## src/rtl/alu_share_arb.sv

```systemverilog
`default_nettype none
// ============================================================================
// Module      : alu_share_arb
// Description : Round-robin sharing of one combinational ALU between two
//               valid/ready requesters; operands and result are registered.
// Revision    : 1.0 - initial release
// ============================================================================
module alu_share_arb #(
    parameter int WIDTH   = 32,
    parameter int ALU_LAT = 1
) (
    input  logic             clk,
    input  logic             rstn,
    input  logic             req_valid_0,
    input  logic             req_valid_1,
    output logic             req_ready_0,
    output logic             req_ready_1,
    input  logic [WIDTH-1:0] req_a_0,
    input  logic [WIDTH-1:0] req_a_1,
    input  logic [WIDTH-1:0] req_b_0,
    input  logic [WIDTH-1:0] req_b_1,
    input  logic [3:0]       req_op_0,
    input  logic [3:0]       req_op_1,
    input  logic [31:0]      req_inst_0,
    input  logic [31:0]      req_inst_1,
    output logic             rsp_valid_0,
    output logic             rsp_valid_1,
    input  logic             rsp_ready_0,
    input  logic             rsp_ready_1,
    output logic [WIDTH-1:0] rsp_res,
    output logic             rsp_zero,
    output logic [WIDTH-1:0] alu_a,
    output logic [WIDTH-1:0] alu_b,
    output logic [3:0]       alu_op,
    output logic [31:0]      alu_inst,
    input  logic [WIDTH-1:0] alu_res,
    input  logic             alu_zero,
    output logic             busy
);

    localparam int c_cnt_w = (ALU_LAT > 1) ? $clog2(ALU_LAT) : 1;
    localparam logic [c_cnt_w-1:0] c_lat_m1 = c_cnt_w'(ALU_LAT - 1);

    typedef enum logic [1:0] {
        S_IDLE = 2'd0,
        S_EXEC = 2'd1,
        S_RESP = 2'd2
    } state_t;

    state_t             r_state;
    state_t             w_state_nxt;
    logic               r_owner;
    logic               r_prio;
    logic [c_cnt_w-1:0] r_cnt;
    logic [WIDTH-1:0]   r_alu_a;
    logic [WIDTH-1:0]   r_alu_b;
    logic [3:0]         r_alu_op;
    logic [31:0]        r_alu_inst;
    logic [WIDTH-1:0]   r_rsp_res;
    logic               r_rsp_zero;

    logic w_grant;
    logic w_accept;
    logic w_rsp_ack;

    // Grant index: prio breaks ties, otherwise whichever requester is valid.
    always_comb begin
        w_grant = 1'b0;
        if (req_valid_0 && req_valid_1) begin
            w_grant = r_prio;
        end else if (req_valid_1) begin
            w_grant = 1'b1;
        end
    end

    assign w_accept  = (r_state == S_IDLE) && (req_valid_0 || req_valid_1);
    assign w_rsp_ack = r_owner ? rsp_ready_1 : rsp_ready_0;

    always_ff @(posedge clk or negedge rstn) begin
        if (!rstn) begin
            r_state <= S_IDLE;
        end else begin
            r_state <= w_state_nxt;
        end
    end

    always_comb begin
        w_state_nxt = r_state;
        case (r_state)
            S_IDLE:  if (w_accept) w_state_nxt = S_EXEC;
            S_EXEC:  if (r_cnt == '0) w_state_nxt = S_RESP;
            S_RESP:  if (w_rsp_ack) w_state_nxt = S_IDLE;
            default: w_state_nxt = S_IDLE;
        endcase
    end

    always_ff @(posedge clk or negedge rstn) begin
        if (!rstn) begin
            r_owner    <= 1'b0;
            r_prio     <= 1'b0;
            r_cnt      <= '0;
            r_alu_a    <= '0;
            r_alu_b    <= '0;
            r_alu_op   <= '0;
            r_alu_inst <= '0;
            r_rsp_res  <= '0;
            r_rsp_zero <= 1'b0;
        end else begin
            if (w_accept) begin
                r_owner    <= w_grant;
                r_alu_a    <= w_grant ? req_a_1    : req_a_0;
                r_alu_b    <= w_grant ? req_b_1    : req_b_0;
                r_alu_op   <= w_grant ? req_op_1   : req_op_0;
                r_alu_inst <= w_grant ? req_inst_1 : req_inst_0;
                r_cnt      <= c_lat_m1;
            end
            if (r_state == S_EXEC) begin
                if (r_cnt == '0) begin
                    r_rsp_res  <= alu_res;
                    r_rsp_zero <= alu_zero;
                end else begin
                    r_cnt <= r_cnt - c_cnt_w'(1);
                end
            end
            if ((r_state == S_RESP) && w_rsp_ack) begin
                r_prio <= ~r_owner;
            end
        end
    end

    assign req_ready_0 = w_accept && !w_grant;
    assign req_ready_1 = w_accept &&  w_grant;
    assign rsp_valid_0 = (r_state == S_RESP) && !r_owner;
    assign rsp_valid_1 = (r_state == S_RESP) &&  r_owner;
    assign rsp_res     = r_rsp_res;
    assign rsp_zero    = r_rsp_zero;
    assign alu_a       = r_alu_a;
    assign alu_b       = r_alu_b;
    assign alu_op      = r_alu_op;
    assign alu_inst    = r_alu_inst;
    assign busy        = (r_state != S_IDLE);

endmodule
`default_nettype wire
```

## config.mk

```make
export PLATFORM = sky130hd
export DESIGN_NAME = alu_share_arb
export DESIGN_NICKNAME = d
export VERILOG_FILES = /design/src/rtl/alu_share_arb.sv
export SDC_FILE = /design/constraint.sdc
export NUM_CORES = 1
export LEC_CHECK = 0
export ABC_AREA = 1
export CORE_AREA = 3 3 146 148
export CTS_CLUSTER_DIAMETER = 50
export DETAILED_ROUTE_END_ITERATION = 12
export DIE_AREA = 0 0 149 151
export PLACE_DENSITY = 0.77
export SLEW_MARGIN = 20
export SYNTH_ARGS = -nofsm -noshare
export SYNTH_HDL_FRONTEND = slang
export SYNTH_SLANG_ARGS = --single-unit
```

## constraint.sdc

```tcl
create_clock -name clk -period 1.46 [get_ports clk]
set_input_delay 0.146 -clock clk [delete_from_list [all_inputs] [get_ports clk]]
set_output_delay 0.146 -clock clk [all_outputs]
set_load 0.005 [all_outputs]
```

==> results of run 1 <==
==> cell usage in the layout (no fill, tap or decap), drive strengths merged, types with 2 or more instances in the layout <==
| master | count |
|---|---|
| clkdlybuf4s50 | 261 |
| nand3 | 233 |
| nand2 | 178 |
| dfrtp | 138 |
| nand4 | 100 |
| dlymetal6s2s | 77 |
| buf | 70 |
| dlygate4sd2 | 31 |
| clkbuf | 28 |
| inv | 9 |
| nor2 | 8 |
| clkinv | 5 |
| o21ai | 4 |
| clkinvlp | 3 |
| bufinv | 2 |
==> power by group <==
group / internal [uW] / switching (uW) / total, uW
Combinational: 6880 / 6270 / 13100
Sequential: 5740 / 1030 / 6770
Clock: 2530 / 1760 / 4290
Total: 15200 / 9050 / 24200
==> flip-flops by register name, indices dropped and copies added (netlist names) <==
register and flops:
alu_op 4, r_state 2, alu_b 32, r_cnt 1, rsp_res 32, r_owner 1, rsp_zero 1, r_prio 1
alu_inst 32, alu_a 32
==> how the worst min path moves through the flow <==
stage / end / depth (start not counted)
2_1_floorplan: alu_a[0] / 0
3_3_place_gp: rsp_res[6] / 1
3_5_place_dp: alu_b[16] / 1
4_1_cts: rsp_res[6] / 2
5_1_grt: alu_b[22] / 2
6_report: alu_b[16] / 2
==> logic make-up (layout without fill, tap and decap cells) <==
logic type / Yosys count / after routing / synth area share
flip-flops: 138 / 138 / 0.5410
AO/OA/AOI/OAI: 5 / 5 / 0.004507
buffers and inverters: 82 / 487 / 0.06213
AND/OR/NAND/NOR: 520 / 520 / 0.3924
==> final cells by class <==
class,count,share of cell area
clock buffer,19,0.03589
tap,270,0.02801
multi-input combinational,525,0.2228
sequential,138,0.2863
clock inverter,13,0.01203
timing repair buffer,449,0.4129
inverter,6,0.002074
==> repair_timing <==
item | in CTS | in global routing
hold endpoints to repair | 67 | 0
cloned | 2 | 13
resized for setup | 65 | 113
buffers inserted | 3 | 14
hold buffers | 1 | 0
pin swaps | 4 | 10
endpoints found under the setup margin | 43 | 186
==> metrics by stage <==
step	power [uW]	hold slack (ns)	setup TNS, ns	worst slack (ns)	cell area (um^2)
floorplan	11390	-0.1496	0	0.2182	6384
global placement	18040	0.08772	-14.49	-0.2777	10660
detailed placement	18220	0.08668	-15.38	-0.2952	10660
CTS	22810	0.2032	-2.070	-0.1215	11310
global route	25740	0.2213	-8.975	-0.1631	12060
finish	24200	0.2008	-4.236	-0.1063	12060
==> layer usage <==
| layer | part of all wire | GRT usage |
|---|---|---|
| met5 | 0 | 0 |
| met4 | 0.026 | 0.08101 |
| met3 | 0.10 | 0.07810 |
| met2 | 0.47 | 0.3546 |
| met1 | 0.40 | 0.2910 |
==> run metrics, run 1 <==
GPL Wtd Cong 0.8271; status finished with violations; CTS tree yes; via/cell ratio 5.327; IO Port Bufs 376; fin crit period 1.566 ns; fmax 638.4 MHz; Sink Count 138; Root Driver clkbuf_16; Starting Density 0.3165; largest net degree at the start of global routing 72; Mean Syn Cell Area 8.569 um^2; Horiz. Die Dim 149 um; Hold Crit Class input pin to asynchronous set/reset pin; number of placed cells counting well taps 1,355; prevailing post-synth register cell dfrtp_1; Layout area overhead 88.96%; Crit-path slowest cell dfrtp_1; worst slew pin tran 0.4240 ns; Slew Viols, Final 0; EDFF count, synth 0; capture point of the worst path alu_b[24]; Max stage delay on crit path 0.40 ns; Clock Latency Late Sink 0.42 ns; most common cell in the netlist nand3_1; Residual DRC 0; Seq/Total Area, Yosys 0.5410; non-filler cells, final 1,420; final WL 28.53 mm; RSZ-0062 raised after global routing true; Die Y 151 um; first-pass GRT wire length 40.11 mm; Max-slew headroom 0.7174; antenna-violating nets left 0; Area contributors post-synth dfrtp_1, nand3_1, nand2_1, nand4_1, buf_2; leading area contributor after synthesis dfrtp_1; Final Util 0.5981; final net count 1,376; Worst path top cell family by delay buffers and inverters; HPWL after DPL 17.78 mm; reg-to-reg slack, setup -0.11 ns; P_leak 0.006162 uW; Crit Path Category register to register; top post-synthesis cells by count nand3_1, nand2_1, dfrtp_1; CTS Buf Count 17; CP Cell Sequence buf_6 > nor2_4 > buf_4 > buf_12 > buf_16 > nand4_1 > nand3_1; filler instances 1,685; Placement Rows 52; Synth cell types 18; top cell type's share of synthesized area 0.5410; max-cap violation count 0; vias in the first global route 7,167; Worst setup SP type register; final clock skew 0.01531 ns; CP required 1.81 ns; H-tree Lvls 4; Critical Path Stages 7; n_diodes 0; final hold viol count 0; crit share post-route 1.073; share of cells above drive strength 1 0.1226; FF-to-FF Start r_state[1]; number of setup violations in the final report 99; Worst Setup SP r_state[1]; CTS clk-pin slew, worst paths 0.06 ns; Post-Synthesis Cell Area 6384 um^2; asr flop ratio synth 1.000; reg2reg end alu_b[24]; syn nets 984; Final WS setup -0.1063 ns; Core Region 20,170 um^2; worst reg-to-reg path cell count 7; Peak VDD IR 1.292 mV; failing checks setup timing; Crit Path Max Fanout 16; worst path arrival time 1.92 ns; 1st-pass router iterations 5; routed len/inst 20.09 um; synth warn 0; clk buf depth 2; CP endpoint kind register; Register Area 3453 um^2; worst path buffer plus inverter count 4; multi-input logic area 2688 um^2; PD cells 2007 nW/um^2; Mapped Cells 745; GR Util All Layers 0.2259; total gr overflow 0; Ports 377; initial antenna violation count 0; Yosys reg bits 138; Die ar. 22,500 um^2; initial DRC count 499; total number of vias 7,565
Power figures use the tool's default switching activity.
==> run 2, diff against run 1 <==
--- a/config.mk
+++ b/config.mk
@@ -6,11 +6,12 @@
 export NUM_CORES = 1
 export LEC_CHECK = 0
 export ABC_AREA = 1
-export CORE_AREA = 3 3 146 148
+export CORE_AREA = 3 3 144 146
 export CTS_CLUSTER_DIAMETER = 50
 export DETAILED_ROUTE_END_ITERATION = 12
-export DIE_AREA = 0 0 149 151
-export PLACE_DENSITY = 0.77
+export DIE_AREA = 0 0 147 149
+export DONT_BUFFER_PORTS = 1
+export PLACE_DENSITY = 0.54
 export SLEW_MARGIN = 20
 export SYNTH_ARGS = -nofsm -noshare
 export SYNTH_HDL_FRONTEND = slang
==> run metrics, run 2 <==
Starting Density 0.3269; Area contributors post-synth dfrtp_1, nand3_1, nand2_1, nand4_1, buf_2; Ports 377; Simple-Gate Fraction of Synth Area 0.3924; IO Port Bufs 0; Horiz. Die Dim 147 um; Mapped Cells 745; Yosys reg bits 138; synth warn 0; syn nets 984; CTS Buf Count 17; Root Driver clkbuf_16; status stopped before the end; Post-Synthesis Cell Area 6384 um^2; Post-Synth XOR/XNOR Area 0; largest family of logic cells by synthesized area simple AND/OR/NAND/NOR gates; adder-cell area share of the yosys netlist 0; Last stage clock tree synthesis; post-CTS sizing 14; leading area contributor after synthesis dfrtp_1; H-tree Lvls 4; Mean Syn Cell Area 8.569 um^2; GPL Wtd Cong 0.7944; Tool Error [ERROR RSZ-0060] Max buffer count reached.; prevailing post-synth register cell dfrtp_1; HPWL after DPL 15.05 mm; Synth Area in Compound Gates 0.004508; EDFF count, synth 0; Sink Count 138; Placement Rows 51; Die Y 149 um; clk buf depth 2; Synth cell types 18; most common cell in the netlist nand3_1; Setup Buffers After CTS 8; Seq/Total Area, Yosys 0.5410; top cell type's share of synthesized area 0.5410; top post-synthesis cells by count nand3_1, nand2_1, dfrtp_1; asr flop ratio synth 1.000; mux cell area share after synthesis 0; cts hold-fix bufs 201
[run 2: kinds of logic after synthesis]
logic type	Yosys count
DFF	138
buffers and inverters	82
AOI/OAI and AO/OA	5
and+or+nand+nor	520
[run 2: through the flow]
step / cell area, um^2 / worst slack (ns) / instances / hold WS [ns] / utilization
floorplan: 6384 / 0.2182 / 745 / -0.1496 / -
global placement: 6736 / 0.06498 / 962 / -0.1444 / 0.3450
detailed placement: 6736 / 0.05373 / 962 / -0.1445 / 0.3450
==> run 3, diff against run 2 <==
--- a/config.mk
+++ b/config.mk
@@ -6,12 +6,11 @@
 export NUM_CORES = 1
 export LEC_CHECK = 0
 export ABC_AREA = 1
-export CORE_AREA = 3 3 144 146
-export CTS_CLUSTER_DIAMETER = 50
+export CORE_AREA = 3 3 147 149
 export DETAILED_ROUTE_END_ITERATION = 12
-export DIE_AREA = 0 0 147 149
+export DIE_AREA = 0 0 150 152
 export DONT_BUFFER_PORTS = 1
-export PLACE_DENSITY = 0.54
+export PLACE_DENSITY_LB_ADDON = 0.15
 export SLEW_MARGIN = 20
 export SYNTH_ARGS = -nofsm -noshare
 export SYNTH_HDL_FRONTEND = slang
==> run metrics, run 3 <==
Last stage clock tree synthesis; Synth cell types 18; leading area contributor after synthesis dfrtp_1; Tool Error [ERROR RSZ-0060] Max buffer count reached.; Setup Buffers After CTS 6; top post-synthesis cells by count nand3_1, nand2_1, dfrtp_1; Mean Syn Cell Area 8.569 um^2; cts hold-fix bufs 200; status stopped before the end; prevailing post-synth register cell dfrtp_1; top cell type's share of synthesized area 0.5410; EDFF count, synth 0; clk buf depth 2; Placement Rows 52; Area contributors post-synth dfrtp_1, nand3_1, nand2_1, nand4_1, buf_2; Post-DP Area 6653 um^2; Post-Synthesis Cell Area 6384 um^2; CTS Buf Count 17; H-tree Lvls 4; Starting Density 0.3145; GPL Wtd Cong 0.7690; syn nets 984; Horiz. Die Dim 150 um; worst slack at placement 0.02336 ns; Die Y 152 um; asr flop ratio synth 1.000; post-CTS sizing 6; Sink Count 138; Ports 377; most common cell in the netlist nand3_1; Yosys reg bits 138; synth warn 0; Root Driver clkbuf_16; Seq/Total Area, Yosys 0.5410; IO Port Bufs 0; Mapped Cells 745; HPWL after DPL 15.03 mm
[run 3: cell families after synthesis]
kind of cell	count (synthesis)	synth area share
DFF	138	0.5410
AOI/OAI and AO/OA	5	0.004507
and+or+nand+nor	520	0.3924
buffers and inverters	82	0.06213
[run 3: per-stage QoR]
stage	instances	hold slack [ns]
global placement	955	-0.1450
floorplan	745	-0.1496
detailed placement	955	-0.1458
